[src/rtl/pipe_hazard_ctrl.sv]
// Pipeline hazard controller: drives PC / pipeline-register write enables and
// synchronous flushes for load-use stalls, taken-branch flushes (resolved in
// MEM) and whole-pipe freezes while data memory is busy, with a timeout that
// releases a hung memory access.
// Optional feature macro: HAZARD_PERF_CNT_EN enables saturating stall/flush
// performance counters; without it both counters read zero and have no flops.
module pipe_hazard_ctrl #(
  parameter int unsigned MEM_TIMEOUT = 16,
  parameter int unsigned CNT_W       = 16
) (
  input  logic             clk,
  input  logic             reset,
  input  logic [2:0]       id_Rm,
  input  logic [2:0]       id_Rn,
  input  logic             id_useRm,
  input  logic             id_useRn,
  input  logic             p1_memRead,
  input  logic             p1_R_regWrite,
  input  logic [2:0]       p1_Rd,
  input  logic             p2_branch,
  input  logic             p2_taken,
  input  logic             mem_busy,
  output logic             pcWrite,
  output logic             if_id_write,
  output logic             id_ex_write,
  output logic             ex_mem_write,
  output logic             mem_wb_write,
  output logic             if_id_flush,
  output logic             id_ex_flush,
  output logic             ex_mem_flush,
  output logic             mem_wb_flush,
  output logic             mem_timeout_err,
  output logic [CNT_W-1:0] stall_cnt,
  output logic [CNT_W-1:0] flush_cnt
);

  localparam int unsigned WaitW = $clog2(MEM_TIMEOUT + 1);
  localparam logic [WaitW-1:0] WaitLast = WaitW'(MEM_TIMEOUT - 1);

  typedef enum logic [1:0] {StRun, StMemWait, StAbort} state_t;

  state_t           stateQ, stateD;
  logic [WaitW-1:0] waitCntQ, waitCntD;
  logic             errQ, errD;

  logic loadUse, branchTaken, frozen;

  // Hazard detection; ABORT ignores mem_busy so the pipe can drain.
  always_comb begin
    loadUse     = p1_memRead & p1_R_regWrite &
                  ((id_useRm & (p1_Rd == id_Rm)) | (id_useRn & (p1_Rd == id_Rn)));
    branchTaken = p2_branch & p2_taken;
    frozen      = mem_busy & (stateQ != StAbort);
  end

  // Next-state logic for freeze tracking and timeout.
  always_comb begin
    stateD   = stateQ;
    waitCntD = waitCntQ;
    errD     = errQ;
    unique case (stateQ)
      StRun, StMemWait: begin
        if (mem_busy) begin
          waitCntD = waitCntQ + WaitW'(1);
          if (waitCntQ == WaitLast) begin
            // This is the last allowed frozen cycle.
            stateD = StAbort;
            errD   = 1'b1;
          end else begin
            stateD = StMemWait;
          end
        end else begin
          stateD   = StRun;
          waitCntD = '0;
        end
      end
      StAbort: begin
        if (!mem_busy) begin
          stateD   = StRun;
          waitCntD = '0;
        end
      end
      default: begin
        stateD   = StRun;
        waitCntD = '0;
      end
    endcase
  end

  // State, wait counter and sticky error registers.
  always_ff @(posedge clk or posedge reset) begin
    if (reset) begin
      stateQ   <= StRun;
      waitCntQ <= '0;
      errQ     <= 1'b0;
    end else begin
      stateQ   <= stateD;
      waitCntQ <= waitCntD;
      errQ     <= errD;
    end
  end

  // Per-stage enables/flushes: freeze > branch flush > load-use > normal.
  always_comb begin
    pcWrite      = 1'b0;
    if_id_write  = 1'b0;
    id_ex_write  = 1'b0;
    ex_mem_write = 1'b0;
    mem_wb_write = 1'b0;
    if_id_flush  = 1'b0;
    id_ex_flush  = 1'b0;
    ex_mem_flush = 1'b0;
    mem_wb_flush = 1'b0;
    if (!reset) begin
      if (frozen) begin
        // Hold everything; push a bubble into WB.
        mem_wb_write = 1'b1;
        mem_wb_flush = 1'b1;
      end else if (branchTaken) begin
        pcWrite      = 1'b1;
        if_id_write  = 1'b1;
        id_ex_write  = 1'b1;
        ex_mem_write = 1'b1;
        mem_wb_write = 1'b1;
        if_id_flush  = 1'b1;
        id_ex_flush  = 1'b1;
        ex_mem_flush = 1'b1;
      end else if (loadUse) begin
        // Hold PC and IF/ID, bubble into EX.
        id_ex_write  = 1'b1;
        id_ex_flush  = 1'b1;
        ex_mem_write = 1'b1;
        mem_wb_write = 1'b1;
      end else begin
        pcWrite      = 1'b1;
        if_id_write  = 1'b1;
        id_ex_write  = 1'b1;
        ex_mem_write = 1'b1;
        mem_wb_write = 1'b1;
      end
    end
  end

  assign mem_timeout_err = errQ;

`ifdef HAZARD_PERF_CNT_EN
  logic [CNT_W-1:0] stallCntQ, flushCntQ;
  logic             stallEv, flushEv;

  // Counted events follow the same priority as the enables.
  always_comb begin
    stallEv = frozen | (~branchTaken & loadUse);
    flushEv = ~frozen & branchTaken;
  end

  // Saturating performance counters.
  always_ff @(posedge clk or posedge reset) begin
    if (reset) begin
      stallCntQ <= '0;
      flushCntQ <= '0;
    end else begin
      if (stallEv && (stallCntQ != '1)) stallCntQ <= stallCntQ + CNT_W'(1);
      if (flushEv && (flushCntQ != '1)) flushCntQ <= flushCntQ + CNT_W'(1);
    end
  end

  assign stall_cnt = stallCntQ;
  assign flush_cnt = flushCntQ;
`else
  assign stall_cnt = '0;
  assign flush_cnt = '0;
`endif

endmodule

[config.mk]
export PLATFORM = sky130hd
export DESIGN_NAME = pipe_hazard_ctrl
export DESIGN_NICKNAME = d
export VERILOG_FILES = /design/src/rtl/pipe_hazard_ctrl.sv
export SDC_FILE = /design/constraint.sdc
export NUM_CORES = 1
export LEC_CHECK = 0
export CORE_ASPECT_RATIO = 2
export CORE_MARGIN = 10
export CORE_UTILIZATION = 25
export DETAILED_ROUTE_END_ITERATION = 8
export PLACE_DENSITY = 0.64
export SYNTH_ARGS = -nofsm -noshare
export SYNTH_HDL_FRONTEND = slang
export SYNTH_SLANG_ARGS = --single-unit
export TNS_END_PERCENT = 1
[constraint.sdc]
create_clock -name clk -period 1.6 [get_ports clk]
set_clock_uncertainty 0.1 [all_clocks]
set_input_delay 0.32 -clock clk [delete_from_list [all_inputs] [get_ports clk]]
set_output_delay 0.32 -clock clk [all_outputs]
set_load 0.02 [all_outputs]
==> results.toml, run 1 <==
[die]
die_area_sq_mm = 0.00592
coreArea_sq_mm = 0.00298
die_y_um = 99.3
fp.dieW_um = 59.6
row_count = 28
start_util = 0.264
io_pins = 60

[global_route]
grt_max_degree = 10
grt_pass1_vias = 659
overflow = 0
track_usage = 0.0642
grt_pass1_wl_um = 3060
antenna_found_initial = 0

[yosys]
synth_top_family_by_area = "buffers and inverters"
yosys.area_share.adder = 0.0318
synth_edf_count = 0
yosysWarnings = 0
ys_ff_latch = 8
synthTopCellsByArea = "buf_4 (34%), dfrtp_1 (25%), xnor2_1 (6.7%)"
synth_xor_area_frac = 0.0780
muxShareOfSynthArea = 0
synth_ff_type = "dfrtp_1"
synth_area_sq_um = 786
synth_top_area_share = 0.344
synth_cell_types = 27
syn_area_per_cell_sq_um = 8.73
async_flop_share = 1.00
synth_compound_area_frac = 0.124
ys_seq_area_frac = 0.255
synthSimpleGateAreaFrac = 0.148
synth_top_area_cell = "buf_4"
syn_inst = 90

[placed_design]
place_congestion = 0.744
detailed_place_hpwl_um = 1860
portBuffers = 27
placed_cell_area_sq_mm = 0.00103
dpl.cell_count = 150

[route]
vias = 631
drcViolationCount = 0
antenna_left = 0
first_iter_violations = 6
wirelength_um = 2170
post_drt_wl_per_cell_um = 14.1
drtPass1Iterations = 4
viasPerCell = 4.10

[clocking]
insertion_delay_ns = 0.23
path_clk_slew_ns = 0.04
cts_buffers = 3
clockRootBuffer = "clkbuf_8"
clk_path_buf_depth = 2
cts_max_level = 1
cts_tree = "yes"
hold_buffers = 0
cts.sinks = 8

[setup_path]
cp_max_fo = 4
cp-start-kind = "register"
r2r_end = "waitCntQ[4]"
reg2reg_slack_ns = 0.08
crit_path_end_kind = "output pin"
crit_required_ns = 1.18
rr_worst_depth = 5
worstSetupPathType = "reg2out"
rr_startpoint = "waitCntQ[0]"
arrival_ns = 1.38

[sta]
hold_viol = 0
drv_slew = 0
holdWs_ns = 0.188
fmax_mhz = 556
setup_tns_ns = -0.638
timing.final.ws_setup_ns = -0.200
rsz0062_at_grt = "true"
fin_crit_sh = 1.12
min_period_ns = 1.80
setup_viol_count_final = 7

[job]
drv_cap = 0

[power]
peakVddDrop_v = 0.000505
power_leakage_nw = 0.543
power_density_mw_per_mm2 = 637

[outcome]
status = "complete, but fails checks"
violations = "setup timing"

[cells_and_area]
fin_area_sq_mm = 0.00107
n_antenna_cell = 0
synthToLayoutAreaGrowth_pct = 36.1
drive_gt1_frac = 0.242
regArea_sq_um = 200
fill_cells = 294
fin_cells = 154
layout.nets = 146
multiInputGateArea_sq_um = 454

[hold_path]
hp-class = "in2async"
[cell families after synthesis]
group,count (synthesis)
buffers and inverters,39
AND/OR/NAND/NOR,20
AO/OA/AOI/OAI,13
flip-flops,8
XOR/XNOR,7
adder cells (fa/ha/maj),2
other,1
[report_power, final]
part           switching, mW  internal [mW]  total (mW)  leakage (nW)
Clock                 0.0752          0.163       0.238        0.0216
Combinational          0.135         0.0875       0.222         0.415
Sequential            0.0101          0.211       0.221         0.107
[state kept, by name, indices dropped and copies added (netlist names)]
signal	count
mem_timeout_err	1
stateQ	2
waitCntQ	5
[worst max path at each step]
stage | depth (start not counted) | endpoint | startpoint | slack, ns
CTS | 5 | id_ex_flush | stateQ[0] | -0.21
finish | 5 | id_ex_flush | stateQ[0] | -0.20
global route | 5 | id_ex_flush | stateQ[0] | -0.26
detailed placement | 6 | id_ex_flush | p1_Rd[0] | -0.85
floorplan | 4 | pcWrite | stateQ[0] | -0.05
global placement | 6 | id_ex_flush | p1_Rd[0] | -0.83
[synthesized netlist by cell type, types with 2 or more instances]
library cell and n:
nor2b_1 3, xnor2_1 6, dfrtp_1 8, nand2_1 5
ha_1 2, a21boi_1 3, inv_1 2, and3_1 2
nand4_1 3, nor2_1 2, a21oi_1 3, buf_4 36
[per-layer routing]
metal / up-vias / global-route usage / wire, um
li1: 298 / - / -
met1: 279 / 0.0627 / 778
met2: 52 / 0.110 / 993
met3: 2 / 0.0306 / 373
met4: 0 / 0.0260 / 21
met5: - / 0 / 0
[area by class of cell]
cell class                 instances  share of cell area
tap                               30              0.0351
sequential                         8               0.187
clock buffer                       3              0.0386
inverter                           3              0.0105
multi-input combinational         74               0.425
timing repair buffer              36               0.304
[metrics by stage]
stage / worst slack [ns] / power (mW) / util
after global routing: -0.255 / 0.722 / 0.359
final: -0.200 / 0.682 / 0.359
after global placement: -0.834 / 0.447 / 0.345
after floorplan: -0.0548 / 0.417 / -
after detailed placement: -0.854 / 0.449 / 0.345
after CTS: -0.209 / 0.689 / 0.359
[cells in the final DEF (no fill, tap or decap), types with 2 or more instances in the layout]
cell type and instances:
conb_1 32, dlygate4sd2_1 10, buf_4 10, dfrtp_1 8, xnor2_1 6, buf_6 6
clkdlybuf4s15_1 5, nand2_1 4, clkdlybuf4s50_1 4, nand4_1 3, nor2b_1 3, clkbuf_8 3
nor2_1 2, a21boi_1 2, a21oi_1 2, and3_1 2, inv_1 2, ha_1 2
[critical path: stages (launching register included)]
cell	delay [ns]
dfrtp_1	0.38
nand2b_4	0.16
a21oi_4	0.16
buf_4	0.14
a41o_4	0.20
buf_6	0.11
[what timing repair did]
action	in CTS	in global routing
hold endpoints to repair	0	0
gates resized for setup	67	0
pin swaps	10	0
setup endpoints to repair	10	7
setup buffers	1	0
(Power assumes the default switching activity.)
==> run 2, diff against run 1 <==
--- a/config.mk
+++ b/config.mk
@@ -10,6 +10,7 @@
 export CORE_UTILIZATION = 25
 export DETAILED_ROUTE_END_ITERATION = 8
 export PLACE_DENSITY = 0.64
+export SKIP_CTS_REPAIR_TIMING = 1
 export SYNTH_ARGS = -nofsm -noshare
 export SYNTH_HDL_FRONTEND = slang
 export SYNTH_SLANG_ARGS = --single-unit
==> run 2 against run 1 <==
Net effect:
- combinational power increased by 3%
- critical path type unchanged
- global-route usage decreased by 0.098 points
- worst setup slack improved by 0.012 ns
- final cell count decreased by 0.65%
- first-iteration DRC count decreased by 50%
- register-to-register slack about the same
- power increased by 0.80%
- the run still ends with setup timing left
- clock power about the same
- hold slack got worse by 0.11 ns
- critical endpoint unchanged
- wire length about the same
- utilization increased by 1.1 points
==> results.toml, run 2 (synthesis results as in run 1) <==
[die]
row_count = 28
io_pins = 60
fp.dieW_um = 59.6
die_area_sq_mm = 0.00592
coreArea_sq_mm = 0.00298
die_y_um = 99.3
start_util = 0.264

[route]
drtPass1Iterations = 4
drcViolationCount = 0
post_drt_wl_per_cell_um = 14.2
antenna_left = 0
vias = 635
first_iter_violations = 3
wirelength_um = 2170
viasPerCell = 4.15

[global_route]
grt_max_degree = 10
antenna_found_initial = 0
track_usage = 0.0633
overflow = 0
grt_pass1_vias = 665
grt_pass1_wl_um = 3020

[clocking]
insertion_delay_ns = 0.23
path_clk_slew_ns = 0.04
cts.sinks = 8
cts_buffers = 3
cts_max_level = 1
clockRootBuffer = "clkbuf_8"
clk_path_buf_depth = 2
cts_tree = "yes"

[cells_and_area]
layout_common_cells = "conb_1 (32), dlymetal6s2s_1 (13), buf_4 (9)"
fin_area_sq_mm = 0.00110
largest_reg_flops = 5
layout.nets = 145
n_antenna_cell = 0
final_common_cell = "conb_1"
registers.top_by_ff_count = "waitCntQ"
drive_gt1_frac = 0.244
fin_cells = 153
synthToLayoutAreaGrowth_pct = 40.3

[hold_path]
hp-class = "in2async"

[sta]
setup_tns_ns = -0.838
setup_viol_count_final = 7
drv_slew = 0
fmax_mhz = 559
min_period_ns = 1.79
hold_viol = 0
holdWs_ns = 0.0775
timing.final.ws_setup_ns = -0.188
rsz0062_at_grt = "true"
fin_crit_sh = 1.12

[outcome]
violations = "setup timing"
status = "complete, but fails checks"

[setup_path]
worstSetupPathType = "reg2out"
cp-start-kind = "register"
crit_path_end_kind = "output pin"
arrival_ns = 1.37
crit_required_ns = 1.18
cp_max_fo = 4

[placed_design]
portBuffers = 27
place_congestion = 0.744
placed_cell_area_sq_mm = 0.00103
detailed_place_hpwl_um = 1860
dpl.cell_count = 150

[job]
drv_cap = 0

[power]
peakVddDrop_v = 0.000506
p_seq_frac = 0.322
p_comb_frac = 0.332
power_leakage_nw = 0.650
netSwitchingPower_mw = 0.220
p_int_mw = 0.467
power_mw = 0.687
power_density_mw_per_mm2 = 623
clockPowerShare = 0.346
swShare = 0.321
==> run 2: changes by cell type in the layout (fill, tap and decap cells not counted), moves of 2 or more <==
cell,delta
clkdlybuf4s15_1,-5
dlygate4sd2_1,-10
clkdlybuf4s50_1,+2
dlymetal6s2s_1,+13
buf_6,-2
==> run 2: worst max-delay path: stages, from the launching register on <==
cell and delay, ns:
dfrtp_1 0.38, nand2b_4 0.16, a21oi_4 0.18, and3_4 0.22, a41o_4 0.09, buf_6 0.11
==> run 2: cell type report <==
class                   instances  area, sq um
clock buffers                   3         41.3
fillers                       288         1880
inverters                       3         11.3
multi-input cells              74          462
flip-flops and latches          8          200
well taps                      30         37.5
repair buffers                 35          350
==> run 2: worst paths after layout <==
path	startpoint	end	slack, ns	cells past startpoint
max in group asynchronous	reset	waitCntQ[1]	1.19	3
worst max-delay path	stateQ[0]	id_ex_flush	-0.19	5
min in group clk	mem_timeout_err	mem_timeout_err	0.37	1
worst min-delay path	reset	waitCntQ[0]	0.08	3
worst max register to register	waitCntQ[0]	waitCntQ[4]	0.08	5
worst min register to register	mem_timeout_err	mem_timeout_err	0.37	1
==> run 2: per-layer routing <==
metal	wire, um	global-route usage
met5	0	0
met4	21	0.0260
met3	328	0.0306
met2	988	0.108
met1	829	0.0612
==> run 2: power groups by stage <==
| stage | sequential (mW) | combinational (mW) | clock, mW |
|---|---|---|---|
| after CTS | 0.221 | 0.227 | 0.247 |
| after global routing | 0.222 | 0.247 | 0.259 |
| after floorplan | 0.221 | 0.196 | 0 |
| after global placement | 0.223 | 0.224 | 0 |
| after detailed placement | 0.223 | 0.226 | 0 |
| final | 0.221 | 0.228 | 0.238 |
==> run 2: per-stage QoR <==
stage / util / worst slack, ns
after global routing: 0.370 / -0.257
after detailed placement: 0.345 / -0.854
after global placement: 0.345 / -0.834
after CTS: 0.359 / -0.854
after floorplan: - / -0.0548
final: 0.370 / -0.188
==> run 3, diff against run 2 <==
--- a/config.mk
+++ b/config.mk
@@ -5,11 +5,14 @@
 export SDC_FILE = /design/constraint.sdc
 export NUM_CORES = 1
 export LEC_CHECK = 0
+export CELL_PAD_IN_SITES_DETAIL_PLACEMENT = 1
+export CELL_PAD_IN_SITES_GLOBAL_PLACEMENT = 2
 export CORE_ASPECT_RATIO = 2
 export CORE_MARGIN = 10
-export CORE_UTILIZATION = 25
+export CORE_UTILIZATION = 17
 export DETAILED_ROUTE_END_ITERATION = 8
-export PLACE_DENSITY = 0.64
+export HOLD_SLACK_MARGIN = 0.1
+export PLACE_DENSITY = 0.81
 export SKIP_CTS_REPAIR_TIMING = 1
 export SYNTH_ARGS = -nofsm -noshare
 export SYNTH_HDL_FRONTEND = slang
==> run 3 against run 2 <==
Net effect:
- the flow still finishes with violations (setup timing)
- fmax up 0.16%
- sequential share of layout area down 1.2 points
- hold slack improved by 0.088 ns
- clock power up 3%
- sequential power about the same
- critical path depth did not move
- die area is 34% higher
- utilization shrank 11 points
- design area grew 6.9%
- sequential cell count unchanged
- final cell count up 18%
- register-to-register slack improved by 0.04 ns
- largest cell class unchanged
==> results.toml, run 3 (synthesis results as in run 1) <==
[route]
wl_met3_um = 300
wirelength_um = 2490
drtPass1Iterations = 2
wl_met1_um = 902
vias = 674
first_iter_violations = 4
highest_layer = "met4"
post_drt_wl_per_cell_um = 13.8
viasPerCell = 3.74
antenna_left = 0
drcViolationCount = 0
met2_length_um = 1230

[cells_and_area]
fill_cells = 566
multiInputGateArea_sq_um = 479
n_antenna_cell = 0
final_common_cell = "conb_1"
drive_gt1_frac = 0.272
regArea_sq_um = 200
synthToLayoutAreaGrowth_pct = 50.0
layout_common_cells = "conb_1 (32), dlymetal6s2s_1 (16), buf_4 (9)"
registers.top_by_ff_count = "waitCntQ"
fin_cells = 180
largest_reg_flops = 5
layout.nets = 147

[outcome]
violations = "setup timing"
status = "complete, but fails checks"

[sta]
setup_viol_count_final = 7
hold_viol = 0
fmax_mhz = 560
fin_crit_sh = 1.12
drv_slew = 0
rsz0062_at_grt = "true"
timing.final.ws_setup_ns = -0.185
min_period_ns = 1.79

[clocking]
path_clk_slew_ns = 0.04
cts.sinks = 8
clockRootBuffer = "clkbuf_8"
insertion_delay_ns = 0.23
clk_path_buf_depth = 2
cts_tree = "yes"
cts_max_level = 1
cts_buffers = 3

[global_route]
grt_max_degree = 10
grt_pass1_vias = 784
track_usage = 0.0593
grt_pass1_wl_um = 3530
overflow = 0
antenna_found_initial = 0

[power]
peakVddDrop_v = 0.000448
swShare = 0.328
power_mw = 0.707
p_int_mw = 0.475
p_comb_frac = 0.343
clockPowerShare = 0.347
netSwitchingPower_mw = 0.232
power_density_mw_per_mm2 = 600
p_seq_frac = 0.310
power_leakage_nw = 0.700

[placed_design]
portBuffers = 27
dpl.cell_count = 177
place_ws_ns = -0.897
place_congestion = 0.814
detailed_place_hpwl_um = 2200

[die]
fp.dieW_um = 68.1
io_pins = 60
start_util = 0.173
die_y_um = 116
row_count = 35
coreArea_sq_mm = 0.00455
die_area_sq_mm = 0.00791

[hold_path]
hp-class = "in2async"

[setup_path]
cp-start-kind = "register"
worstSetupPathType = "reg2out"
cp_max_fo = 4
arrival_ns = 1.37
crit_required_ns = 1.18
crit_path_end_kind = "output pin"

[job]
drv_cap = 0
## run 3: worst paths after layout
path / from / to / slack [ns] / cells past startpoint
max: stateQ[0] / id_ex_flush / -0.19 / 5
max in group asynchronous: reset / stateQ[1] / 1.10 / 4
min in group clk: mem_timeout_err / mem_timeout_err / 0.36 / 1
max reg2reg: waitCntQ[1] / waitCntQ[4] / 0.12 / 5
min reg2reg: mem_timeout_err / mem_timeout_err / 0.36 / 1
min: reset / mem_timeout_err / 0.17 / 4
## run 3: cell type report
type                    instances  share of cell area
multi-input cells              74               0.407
repair buffers                 37               0.321
flip-flops and latches          8               0.170
well taps                      55              0.0584
clock buffers                   3              0.0350
inverters                       3             0.00955
## run 3: power by group through the flow
stage | logic [mW] | clock network (mW) | registers (mW)
2_1_floorplan | 0.196 | 0 | 0.221
3_3_place_gp | 0.235 | 0 | 0.221
3_5_place_dp | 0.237 | 0 | 0.221
4_1_cts | 0.238 | 0.252 | 0.219
5_1_grt | 0.265 | 0.261 | 0.220
6_report | 0.243 | 0.245 | 0.219
## run 3: through the flow
stage	cell area, sq um	hold slack, ns	setup TNS [ns]	util
6_report	1180	0.165	-0.852	0.259
5_1_grt	1180	0.193	-1.29	0.259
4_1_cts	1110	0.375	-6.56	0.245
3_5_place_dp	1070	0.362	-6.50	0.236
3_3_place_gp	1070	0.363	-6.45	0.236
2_1_floorplan	933	0.108	-0.0829	-
## run 3: routing by layer
layer  vias up  GRT usage
li1        299          -
met1       315     0.0524
met2        55      0.105
met3         5     0.0240
met4         0     0.0364
met5         -          0
## run 3: worst max-delay path: stages (launching register included)
cell      delay (ns)
dfrtp_1         0.37
nand2b_4        0.15
a21oi_4         0.18
and3_4          0.22
a41o_4          0.09
buf_6           0.11
